**config.mk**
```make
export PLATFORM = sky130hd
export DESIGN_NAME = lieat_wbu
export DESIGN_NICKNAME = d
export VERILOG_FILES = /design/src/rtl/lieat_wbu_pkg.sv /design/src/rtl/lieat_wbu_rrarb.sv /design/src/rtl/lieat_wbu.sv
export SDC_FILE = /design/constraint.sdc
export NUM_CORES = 1
export LEC_CHECK = 0
export ABC_AREA = 1
export CORE_UTILIZATION = 37
export CTS_CLUSTER_SIZE = 24
export DETAILED_ROUTE_END_ITERATION = 10
export PLACE_DENSITY = 0.82
export REMOVE_ABC_BUFFERS = 1
export SYNTH_ARGS = -nofsm -noshare
export SYNTH_HDL_FRONTEND = slang
export SYNTH_SLANG_ARGS = --single-unit
```
**constraint.sdc**
```tcl
create_clock -name clock -period 5 [get_ports clock]
set_input_delay 1.5 -clock clock [delete_from_list [all_inputs] [get_ports clock]]
set_output_delay 1.5 -clock clock [all_outputs]
set_load 0.02 [all_outputs]
```
**src/rtl/lieat_wbu_pkg.sv**
```systemverilog
// ============================================================================
// Module : lieat_wbu_pkg
// Brief  : Shared lieat definitions: writeback source indices and the
//          dispatch op one-hot encoding.
// Rev    : 1.0
// ============================================================================
`default_nettype none

`ifndef XLEN
`define XLEN 32
`endif
`ifndef REG_IDX
`define REG_IDX 5
`endif

package lieat_wbu_pkg;

    localparam int NUM_SRC = 5;
    localparam int COM     = 0;
    localparam int LSU     = 1;
    localparam int MULDIV  = 2;
    localparam int VPU     = 3;
    localparam int FPU     = 4;

    // Dispatch op encoding; wbck_op reuses the same bit order.
    typedef enum logic [NUM_SRC-1:0] {
        OP_NONE   = 5'b00000,
        OP_COM    = 5'b00001,
        OP_LSU    = 5'b00010,
        OP_MULDIV = 5'b00100,
        OP_VPU    = 5'b01000,
        OP_FPU    = 5'b10000
    } lieat_op_e;

    function automatic logic [2:0] rr_next(input logic [2:0] idx, input logic [2:0] last);
        return (idx == last) ? 3'd0 : idx + 3'd1;
    endfunction

endpackage

`default_nettype wire

```
**src/rtl/lieat_wbu_rrarb.sv**
```systemverilog
// ============================================================================
// Module : lieat_wbu_rrarb
// Brief  : Combinational round-robin picker: first request at or after ptr,
//          wrapping modulo NUM_SRC; one-hot grant.
// Rev    : 1.0
// ============================================================================
`default_nettype none

module lieat_wbu_rrarb
    import lieat_wbu_pkg::*;
(
    input  logic [NUM_SRC-1:0] req_i,
    input  logic [2:0]         ptr_i,
    output logic [NUM_SRC-1:0] gnt_o
);

    logic       w_found;
    logic [3:0] w_sum;
    logic [2:0] w_idx;

    always_comb begin
        gnt_o   = '0;
        w_found = 1'b0;
        w_sum   = '0;
        w_idx   = '0;
        for (int k = 0; k < NUM_SRC; k++) begin
            w_sum = {1'b0, ptr_i} + 4'(k);
            w_idx = (w_sum >= 4'(NUM_SRC)) ? 3'(w_sum - 4'(NUM_SRC)) : w_sum[2:0];
            if (!w_found && req_i[w_idx]) begin
                gnt_o[w_idx] = 1'b1;
                w_found      = 1'b1;
            end
        end
    end

endmodule

`default_nettype wire

```
**src/rtl/lieat_wbu.sv**
```systemverilog
// ============================================================================
// Module : lieat_wbu
// Brief  : Writeback unit: round-robin arbitration of five result sources into
//          one registered register-file write / retire port.
//          Define LIEAT_WBU_FPU_EN to include fpu in the rotation.
// Rev    : 1.0
// ============================================================================
`default_nettype none

module lieat_wbu
    import lieat_wbu_pkg::*;
#(
    parameter int XLEN    = `XLEN,
    parameter int REG_IDX = `REG_IDX
) (
    input  logic               clock,
    input  logic               reset,

    input  logic               com_wb_valid,
    output logic               com_wb_ready,
    input  logic [REG_IDX-1:0] com_wb_rd,
    input  logic               com_wb_rdwen,
    input  logic [XLEN-1:0]    com_wb_data,

    input  logic               lsu_wb_valid,
    output logic               lsu_wb_ready,
    input  logic [REG_IDX-1:0] lsu_wb_rd,
    input  logic               lsu_wb_rdwen,
    input  logic [XLEN-1:0]    lsu_wb_data,

    input  logic               muldiv_wb_valid,
    output logic               muldiv_wb_ready,
    input  logic [REG_IDX-1:0] muldiv_wb_rd,
    input  logic               muldiv_wb_rdwen,
    input  logic [XLEN-1:0]    muldiv_wb_data,

    input  logic               vpu_wb_valid,
    output logic               vpu_wb_ready,
    input  logic [REG_IDX-1:0] vpu_wb_rd,
    input  logic               vpu_wb_rdwen,
    input  logic [XLEN-1:0]    vpu_wb_data,

    input  logic               fpu_wb_valid,
    output logic               fpu_wb_ready,
    input  logic [REG_IDX-1:0] fpu_wb_rd,
    input  logic               fpu_wb_rdwen,
    input  logic [XLEN-1:0]    fpu_wb_data,

    output logic               rf_wen,
    output logic [REG_IDX-1:0] rf_waddr,
    output logic [XLEN-1:0]    rf_wdata,
    output logic               wbck_valid,
    output logic [NUM_SRC-1:0] wbck_op
);

`ifdef LIEAT_WBU_FPU_EN
    localparam logic       FPU_EN   = 1'b1;
    localparam logic [2:0] LAST_SRC = 3'(FPU);
`else
    localparam logic       FPU_EN   = 1'b0;
    localparam logic [2:0] LAST_SRC = 3'(VPU);
`endif

    logic [NUM_SRC-1:0] w_req;
    logic [NUM_SRC-1:0] w_gnt;
    logic [REG_IDX-1:0] w_rd    [NUM_SRC];
    logic [XLEN-1:0]    w_data  [NUM_SRC];
    logic [NUM_SRC-1:0] w_rdwen;

    logic [2:0]         w_sel_idx;
    logic [REG_IDX-1:0] w_sel_rd;
    logic [XLEN-1:0]    w_sel_data;
    logic               w_sel_rdwen;
    logic               w_xfer;
    logic               w_wen;

    logic [2:0]         ptr_q, ptr_d;
    logic               wbck_valid_q;
    logic [NUM_SRC-1:0] wbck_op_q;
    logic               rf_wen_q;
    logic [REG_IDX-1:0] rf_waddr_q;
    logic [XLEN-1:0]    rf_wdata_q;

    // fpu inputs stay wired in; its request is masked off when the unit is absent.
    assign w_req = {fpu_wb_valid & FPU_EN, vpu_wb_valid, muldiv_wb_valid,
                    lsu_wb_valid, com_wb_valid};
    assign w_rdwen = {fpu_wb_rdwen, vpu_wb_rdwen, muldiv_wb_rdwen,
                      lsu_wb_rdwen, com_wb_rdwen};

    assign w_rd[COM]    = com_wb_rd;
    assign w_rd[LSU]    = lsu_wb_rd;
    assign w_rd[MULDIV] = muldiv_wb_rd;
    assign w_rd[VPU]    = vpu_wb_rd;
    assign w_rd[FPU]    = fpu_wb_rd;

    assign w_data[COM]    = com_wb_data;
    assign w_data[LSU]    = lsu_wb_data;
    assign w_data[MULDIV] = muldiv_wb_data;
    assign w_data[VPU]    = vpu_wb_data;
    assign w_data[FPU]    = fpu_wb_data;

    lieat_wbu_rrarb u_rrarb (
        .req_i (w_req),
        .ptr_i (ptr_q),
        .gnt_o (w_gnt)
    );

    assign com_wb_ready    = w_gnt[COM];
    assign lsu_wb_ready    = w_gnt[LSU];
    assign muldiv_wb_ready = w_gnt[MULDIV];
    assign vpu_wb_ready    = w_gnt[VPU];
    assign fpu_wb_ready    = w_gnt[FPU] & FPU_EN;

    always_comb begin
        w_sel_idx   = '0;
        w_sel_rd    = '0;
        w_sel_data  = '0;
        w_sel_rdwen = 1'b0;
        for (int i = 0; i < NUM_SRC; i++) begin
            if (w_gnt[i]) begin
                w_sel_idx   = 3'(i);
                w_sel_rd    = w_rd[i];
                w_sel_data  = w_data[i];
                w_sel_rdwen = w_rdwen[i];
            end
        end
    end

    assign w_xfer = |w_gnt;
    assign w_wen  = w_xfer & w_sel_rdwen & (w_sel_rd != '0);
    assign ptr_d  = w_xfer ? rr_next(w_sel_idx, LAST_SRC) : ptr_q;

    always_ff @(posedge clock or posedge reset) begin
        if (reset) begin
            ptr_q        <= '0;
            wbck_valid_q <= 1'b0;
            wbck_op_q    <= '0;
            rf_wen_q     <= 1'b0;
            rf_waddr_q   <= '0;
            rf_wdata_q   <= '0;
        end else begin
            ptr_q        <= ptr_d;
            wbck_valid_q <= w_xfer;
            wbck_op_q    <= w_gnt;
            rf_wen_q     <= w_wen;
            // Address/data only move on an actual register write.
            if (w_wen) begin
                rf_waddr_q <= w_sel_rd;
                rf_wdata_q <= w_sel_data;
            end
        end
    end

    assign wbck_valid = wbck_valid_q;
    assign wbck_op    = wbck_op_q;
    assign rf_wen     = rf_wen_q;
    assign rf_waddr   = rf_waddr_q;
    assign rf_wdata   = rf_wdata_q;

endmodule

`default_nettype wire

```
-- Yosys cells after proc, flatten, opt, wreduce, memory -nomap -nowiden
Cells that the tools add are included.
- add/subtract/negate cells: 10
- magnitude comparators: 15
- eq/ne operators: 1
- mux-type cells: 54
- bitwise logic cells: 6
- reduce and logical (&&, ||, !) cells: 15
- operator list (cell ; count):
    $mux 32 ; 5
    $mux 5 ; 10
    $mux 3 ; 9
    $lt 3x4->1 const B ; 5
    $mux 1 ; 20
    $or 5x5->5 ; 4
    $ge 4x3->1 const B ; 4
    $bmux 1 s3 ; 5
    $demux 1 s3 ; 5
    $ge 3x1->1 const B ; 5
    $sub 3x3->3 const B ; 5
    $logic_and 1x1->1 ; 9
    $add 3x2->4 const B ; 2
    $reduce_bool 5->1 ; 1
    $reduce_or 5->1 ; 1
    $add 3x1->4 const B ; 1
    $add 3x3->4 const B ; 1
    $logic_not 1->1 ; 4
    $add 3x1->3 const B ; 1
    $eq 3x2->1 const B ; 1
    $ge 3x3->1 const B ; 1
    $and 1x1->1 ; 2
- register bits: 47
- bits of input ports: 197
- output and inout port bits: 49

-- Depth between registers and ports, before layout
Gate-level depths: netlist (run 1).
- word-level depth: 24
- mapped depth: 29
- mapped depth without buffers: 26

-- By module
A second synthesis (run 1) with hierarchy kept.
- cells, all modules: 730
- area, all modules: 4558.1 µm²
- modules (own cells, without submodules) (module ; times used ; cells an instance ; area an instance (µm²) ; sequential area each (µm²)):
    lieat_wbu ; 1 ; 510 ; 3315.7 ; 1176.1
    lieat_wbu_rrarb ; 1 ; 220 ; 1242.4 ; 0.0

-- Worst setup path before layout (run 1)
Ideal clock, no wire load.
- kind: reg-to-output
- from: reg ptr_q[0]
- to: out vpu_wb_ready
- data arrival time: 2.965 ns
- required time: 3.500 ns
- setup slack: 0.535 ns
- stages on the path, launching flop included: 19
- cell sequence: dfrtp_1 -> buf_4 -> inv_2 -> ha_1 -> inv_1 -> fa_1 -> inv_1 -> nand2_1 -> o21ai_0 -> inv_1 -> nand2_1 -> nand3_1 -> inv_1 -> nand3_2 -> nor2_1 -> nor2_1 -> nand3_1 -> buf_4 -> clkbuf_1
- cells in the longest elaborated chain, start to end: 17
- elaborated cells on any way between the ends: 75
- those cells by class: add/sub (9); order compare (15); mux (34); bitwise (4); reduce/logical (13)
- ends and longest elaborated chain (item ; line ; RTL):
    start, declared ; lieat_wbu.sv:77 ; logic [2:0] ptr_q, ptr_d;
    start signal, assigned ; lieat_wbu.sv:142 ; ptr_q <= ptr_d;
    parallel branches: the longest is 16 deep, another holds $add 3x1->4 ; -- ;
    $mux 5 (*) ; lieat_wbu_rrarb.sv:29 ; if (!w_found && req_i[w_idx]) begin
    end, declared ; lieat_wbu.sv:38 ; output logic vpu_wb_ready,
Mark *: on every way between the ends. The select of a mux whose other input is x is not followed.

-- Worst setup path in the final report (run 1)
- from: reg ptr_q[0]
- to: out lsu_wb_ready
- cells in the longest elaborated chain, start to end: 17
- elaborated cells on any way between the ends: 75
- those cells by class: add/sub (9); order compare (15); mux (34); bitwise (4); reduce/logical (13)
- ends and longest elaborated chain (item ; line ; RTL):
    parallel branches: the longest is 16 deep, another holds $add 3x1->4 ; -- ;
    $mux 5 (*) ; lieat_wbu_rrarb.sv:29 ;
    end, declared ; lieat_wbu.sv:26 ; output logic lsu_wb_ready,
Marked as above.

==> summary.txt, run 1 <==
Timing
  • Min Tclk post-route: 4.78 ns
  • Final Hold Viols: 0
  • Final period utilization: 95.6%
  • Clock Skews: 0.00636 ns
  • Tightest Pin Transition: 0.957 ns
  • Worst-case hold slack: 0.478 ns
  • Slew Limit Fails: 0
  • Max Clk Rate: 0.209 GHz
  • Max_slew headroom: 36.1%
  • Final worst slack: 0.220 ns
  • Unrepaired setup endpoints after global routing: no
  • Setup Viol. Count Final: 0
  • Setup TNS Final: 0 ns

Global route
  • First-pass GRT wire length: 20300 um
  • Initial antenna violation count: 0
  • GRT overflow: 0
  • Total Routing Usage GR: 25.0%
  • Vias in the first global route: 4313
  • Largest net degree at the start of global routing: 48

Clock tree
  • Clk_lat worst skew: 0.31 ns
  • Clock sink count: 47
  • CTS buffer count: 5
  • Maximum root-to-sink buffer count: 2
  • CTS tree: yes
  • H-tree level count: 2
  • Worst-path clk slew: 0.09 ns
  • Root buffer cell: clkbuf_8

Worst setup path
  • Peak fanout along the critical path: 13
  • Most frequent CP cell: inv_1
  • Startpoint types: flip-flop
  • Worst path slowest cell: dfrtp_1
  • Crit-path cells: inv_2, ha_1, inv_1, fa_1, inv_1, nand2_1, o21ai_0, nand3_1, inv_1, nand3_2, nor2_1, nor2_1, nand3_2, buf_4
  • CP Data Required Time: 3.50 ns
  • CP max stage delay: 0.57 ns
  • Critical path class: reg2out
  • CP endpoint kind: output pin
  • CP arrival: 3.28 ns

Detailed routing
  • ANT nets after route: 0
  • DR pass1 iterations: 5
  • Post-route DRC: 0
  • Vias: 4659
  • 1st-iter DRT viols: 189
  • Routed length per placed instance: 14.1 um
  • DRT Wirelength: 13100 um
  • Vias per cell: 5.04

Synthesis
  • Mapped Cells: 600
  • Mean Syn Cell Area: 6.15 um2
  • Seq/Total Area, Yosys: 31.9%
  • Syn. warnings: 0
  • Yosys cell types: 29
  • Flops & latches, synth: 47
  • Top cells by area, synth: dfrtp_1 (32%), nand2_1 (31%), nand3_1 (9.5%), nand4_1 (7.3%), inv_1 (3.4%)
  • Yosys top cell area share: 31.9%
  • Area leader, netlist: dfrtp_1
  • Synthesized area: 3690 um2

Finish
  • Layout cells sized above 1: 5.30%
  • Final Net Count: 998
  • Ant diodes: 0
  • Area occupied by multi-input gates: 2220 um2
  • Final Util: 61.0%
  • FF+latch area: 1180 um2
  • Finished Cell Area: 5930 um2
  • Most common cell after layout, fill and taps aside: nand2_1
  • Fill cells: 899
  • Commonest non-fill, non-tap cells in the layout: nand2_1 (307), clkdlybuf4s50_1 (201), nand3_1 (68), dfrtp_1 (47), nand4_1 (43)
  • Synth-to-Final Area Change: 60.7%

Pwr
  • Power Dens Cells: 757 nW/um2
  • Leak Pwr: 2.84 nW
  • Maximum VDD drop: 0.479 mV

Floorplanning
  • IO Pins: 246
  • Die height: 102 um
  • Die Wd: 102 um
  • Initial Utilization: 37.9%
  • Cell row count: 36
  • Die ar.: 10400 um2
  • CORE AREA: 9730 um2

Run
  • Maxcap violations: 0

Placed design
  • Area after DPL: 5820 um2
  • DP HPWL: 10200 um
  • Final Wtd Congestion: 0.922
  • PortBufs: 205
  • DP Worst Slack: 0.283 ns

Status
  • Status: finished, final reports clean

Worst hold path
  • Hold crit path type: reg2reg
[Yosys cell counts]
master	count
nand3_2	6
nand2_1	307
nor2_2	1
o21ai_2	2
nor3_1	1
o21ai_0	4
or2_0	1
a21oi_1	1
nand3_1	70
ha_1	9
buf_4	6
clkbuf_1	14
fa_1	1
conb_1	1
or2_2	1
inv_1	33
clkinv_1	1
inv_2	5
nor2_1	25
dfrtp_1	47
buf_6	3
o21ai_1	3
xor2_1	1
o21a_1	1
nand4_1	43
nand2_2	5
xnor2_1	1
buf_2	6
o22ai_1	1
[cells by family after synthesis]
logic type / Yosys count / share of synthesized area [%]
AOI/OAI and AO/OA: 12 / 1.93
xor gates and xnor gates: 2 / 0.475
adders and majority gates: 10 / 3.59
buffers and inverters: 68 / 8.34
DFF: 47 / 31.9
other: 1 / 0.102
and+or+nand+nor: 460 / 53.7
[report_power, final]
group / internal (W) / leakage [nW] / switching (W)
clock: 0.000151 / 0.0548 / 0.000139
sequential: 0.000564 / 0.603 / 0.0000958
combinational: 0.00125 / 2.18 / 0.00229
total: 0.00197 / 2.84 / 0.00253
[flip-flops by register name (all words and copies together), names as in the netlist]
signal	cells
ptr_q	3
rf_waddr	5
rf_wdata	32
rf_wen	1
wbck_op	5
wbck_valid	1
[path summary, 6_finish.rpt]
check,end,startpoint,slack [ns],cells after the start
worst max register to register,rf_wdata[17]$_DFFE_PP0P_,ptr_q[0]$_DFFE_PP0P_,0.59,21
min in group asynchronous,wbck_op[1]$_DFF_PP0_,reset,1.72,2
worst max-delay path,lsu_wb_ready,ptr_q[0]$_DFFE_PP0P_,0.22,14
worst min register to register,rf_wdata[1]$_DFFE_PP0P_,rf_wdata[1]$_DFFE_PP0P_,0.48,2
worst min-delay path,rf_wdata[1]$_DFFE_PP0P_,rf_wdata[1]$_DFFE_PP0P_,0.48,2
max in group asynchronous,ptr_q[2]$_DFFE_PP0P_,reset,2.67,2
[worst max-delay path: cells and delay by family (launching register included)]
kind,cells,cell delay (ns)
AOI/OAI and AO/OA,1,0.48
DFF,1,0.57
and+or+nand+nor,6,0.70
adders and majority gates,2,0.56
buffers and inverters,5,0.66
[cell type report]
cell class                      count  share of cell area (%)
Inverter                           39                    2.47
Tap cell                          133                    2.81
Sequential cell                    47                    19.8
Multi-Input combinational cell    486                    37.4
Clock buffer                        5                    1.16
Timing Repair Buffer              212                    35.5
Clock inverter                      3                   0.781
[routing by layer]
metal | GRT usage (%) | share of wire (%)
met3 | 5.20 | 7.4
met4 | 7.69 | 2.2
met5 | 0 | 0
met1 | 30.0 | 41
met2 | 44.8 | 50
[timing repair]
item,in CTS,in global routing
buffers inserted,0,0
setup endpoints to repair,0,4
resized for setup,0,1
hold buffers,0,0
[per-stage QoR]
| stage | total power (W) | cells |
|---|---|---|
| after CTS | 0.00450 | 925 |
| after global placement | 0.00410 | 917 |
| after floorplan | 0.00294 | 572 |
| final | 0.00449 | 925 |
| after detailed placement | 0.00419 | 917 |
| after global routing | 0.00491 | 925 |
(Power assumes the default switching activity.)
==> run 2, diff against run 1 <==
Settings changed: CAP_MARGIN set to 20.
==> summary.txt, run 2 (same netlist as run 1, synthesis figures left out) <==
Status
  • Status: finished, final reports clean

Worst setup path
  • Crit-path cells: inv_2, ha_1, inv_1, fa_1, inv_1, nand2_1, o21ai_0, nand3_1, inv_1, nand3_2, nor2_1, nor2_1, nand3_2, buf_4
  • R2r worst-path depth: 21 (unchanged)
  • Worst path slowest cell: dfrtp_1
  • CP Data Required Time: 3.50 ns (about the same)
  • Peak fanout along the critical path: 13 (unchanged)
  • Most frequent CP cell: inv_1
  • CP max stage delay: 0.57 ns (about the same)
  • Startpoint types: flip-flop
  • Critical path class: reg2out
  • CP endpoint kind: output pin
  • CP arrival: 3.26 ns (-0.02 ns)

Detailed routing
  • Vias: 4665 (+0.13%)
  • ANT nets after route: 0 (unchanged)
  • Post-route DRC: 0 (unchanged)
  • 1st-iter DRT viols: 171 (-9.5%)
  • DR pass1 iterations: 5 (unchanged)
  • Routed length per placed instance: 14.1 um (about the same)
  • Vias per cell: 5.04 (about the same)
  • DRT Wirelength: 13100 um (about the same)

Pwr
  • Final Power: 0.00449 W (about the same)
  • Combinational fraction of design power: 78.9% (about the same)
  • Switching share of power: 56.2% (-0.070 points)
  • Leak Pwr: 2.85 nW (+0.33%)
  • Clock power frac: 6.4% (about the same)
  • Seq pwr share: 14.7% (about the same)
  • Power Dens Cells: 754 nW/um2 (-0.42%)
  • Sw Pwr: 0.00252 W (-0.20%)
  • Int Pwr: 0.00197 W (about the same)
  • Maximum VDD drop: 0.476 mV (-0.76%)

Timing
  • Slew Limit Fails: 0 (unchanged)
  • Setup Viol. Count Final: 0 (unchanged)
  • Max_slew headroom: 62.8% (+27 points)
  • Worst-case hold slack: 0.477 ns (-0.000898 ns)
  • Max Clk Rate: 0.210 GHz (+0.33%)
  • Tightest Pin Transition: 0.552 ns (-0.405 ns)
  • Min Tclk post-route: 4.76 ns (-0.0157 ns)
  • Setup TNS Final: 0 ns (unchanged)
  • Final Hold Viols: 0 (unchanged)
  • Final period utilization: 95.3% (-0.31 points)
  • Unrepaired setup endpoints after global routing: no
  • Clock Skews: 0.00706 ns (+0.000693 ns)

Clock tree
  • Post-CTS setup buffer count: 0 (unchanged)
  • CTS buffer count: 5 (unchanged)
  • Clock sink count: 47 (unchanged)
  • Maximum root-to-sink buffer count: 2 (unchanged)
  • CTS tree: yes
  • Root buffer cell: clkbuf_8
  • CTS hold repair buffers: 0 (unchanged)
  • Worst-path clk slew: 0.09 ns (about the same)
  • H-tree level count: 2 (unchanged)
  • CTS resizes: 0 (unchanged)
  • Clk_lat worst skew: 0.31 ns (about the same)

Placed design
  • PortBufs: 205 (unchanged)
  • DP HPWL: 10200 um (unchanged)
  • Final Wtd Congestion: 0.922 (unchanged)
  • DP Cell Count: 917 (unchanged)

Floorplanning
  • Die ar.: 10400 um2 (unchanged)
  • CORE AREA: 9730 um2 (unchanged)
  • IO Pins: 246 (unchanged)
  • Cell row count: 36 (unchanged)
  • Die height: 102 um (unchanged)
  • Die Wd: 102 um (unchanged)
  • Initial Utilization: 37.9% (unchanged)

Finish
  • Non-Filler Instances: 926 (+0.11%)
  • Layout cells sized above 1: 5.42% (+0.12 points)
  • Ant diodes: 0 (unchanged)
  • Max reg flops: 32 (unchanged)
  • Final Net Count: 999 (+0.10%)
  • Synth-to-Final Area Change: 61.3%
  • Most common cell after layout, fill and taps aside: nand2_1
  • Commonest non-fill, non-tap cells in the layout: nand2_1 (307), clkdlybuf4s50_1 (201), nand3_1 (68), dfrtp_1 (47), nand4_1 (43)

Global route
  • Vias in the first global route: 4313 (unchanged)
  • Largest net degree at the start of global routing: 48 (unchanged)
  • Initial antenna violation count: 0 (unchanged)
  • Total Routing Usage GR: 25.0% (unchanged)
  • GRT overflow: 0 (unchanged)
  • First-pass GRT wire length: 20300 um (unchanged)

Worst hold path
  • Hold Path Depth: 2 (unchanged)
  • Hold crit path type: reg2reg

Run
  • Maxcap violations: 0 (unchanged)
run 2: cell count changes in the layout (fill, tap and decap cells not counted), sizes merged:
| cell | before | now |
|---|---|---|
| buf | 11 | 12 |
run 2: per-stage QoR:
| step | utilization, % | instance area [um2] | worst slack (ns) |
|---|---|---|---|
| 5_1_grt | 61.2 | 5950 | 0.0130 |
| 3_5_place_dp | 59.8 | 5820 | 0.283 |
| 2_1_floorplan | - | 3530 | -0.138 |
| 4_1_cts | 61.0 | 5930 | 0.182 |
| 6_report | 61.2 | 5950 | 0.236 |
| 3_3_place_gp | 59.8 | 5820 | 0.316 |
run 2: metal layers:
| layer | up-vias | share of wire [%] | GRT usage (%) |
|---|---|---|---|
| met3 | 23 | 7.8 | 5.20 |
| met1 | 2146 | 40 | 30.0 |
| met2 | 197 | 49 | 44.8 |
| li1 | 2299 | - | - |
| met4 | 0 | 2.4 | 7.69 |
| met5 | - | 0 | 0 |
run 2: final cells by class:
cell class                 instances  area (um2)
multi-input combinational        486        2220
clock inverter                     3        46.3
clock buffer                       5        68.8
fill                             897        3780
sequential                        47        1180
inverter                          39         146
timing repair buffer             213        2130
tap                              133         166
run 2: worst max-delay path: cells and delay by family, from the launching register on:
kind	cells	cell delay, ns
AND/OR/NAND/NOR	6	0.69
buffers and inverters	5	0.66
adder cells (fa/ha/maj)	2	0.56
AO/OA/AOI/OAI	1	0.47
flip-flops	1	0.57
run 2: path summary, 6_finish.rpt:
| path | startpoint | endpoint | slack (ns) |
|---|---|---|---|
| worst max-delay path | ptr_q[0]$_DFFE_PP0P_ | lsu_wb_ready | 0.24 |
| worst min-delay path | rf_waddr[2]$_DFFE_PP0P_ | rf_waddr[2]$_DFFE_PP0P_ | 0.48 |
| worst max register to register | ptr_q[0]$_DFFE_PP0P_ | rf_wdata[17]$_DFFE_PP0P_ | 0.58 |
| worst min register to register | rf_waddr[2]$_DFFE_PP0P_ | rf_waddr[2]$_DFFE_PP0P_ | 0.48 |
| max in group asynchronous | reset | rf_waddr[4]$_DFFE_PP0P_ | 3.09 |
| min in group asynchronous | reset | wbck_op[1]$_DFF_PP0_ | 1.43 |
run 2: power by group through the flow:
stage	Clock, W	Sequential [W]	Combinational [W]
final	0.000289	0.000660	0.00354
after global routing	0.000307	0.000676	0.00393
after CTS	0.000297	0.000660	0.00354
after detailed placement	0	0.000666	0.00353
after global placement	0	0.000660	0.00344
after floorplan	0	0.000823	0.00212
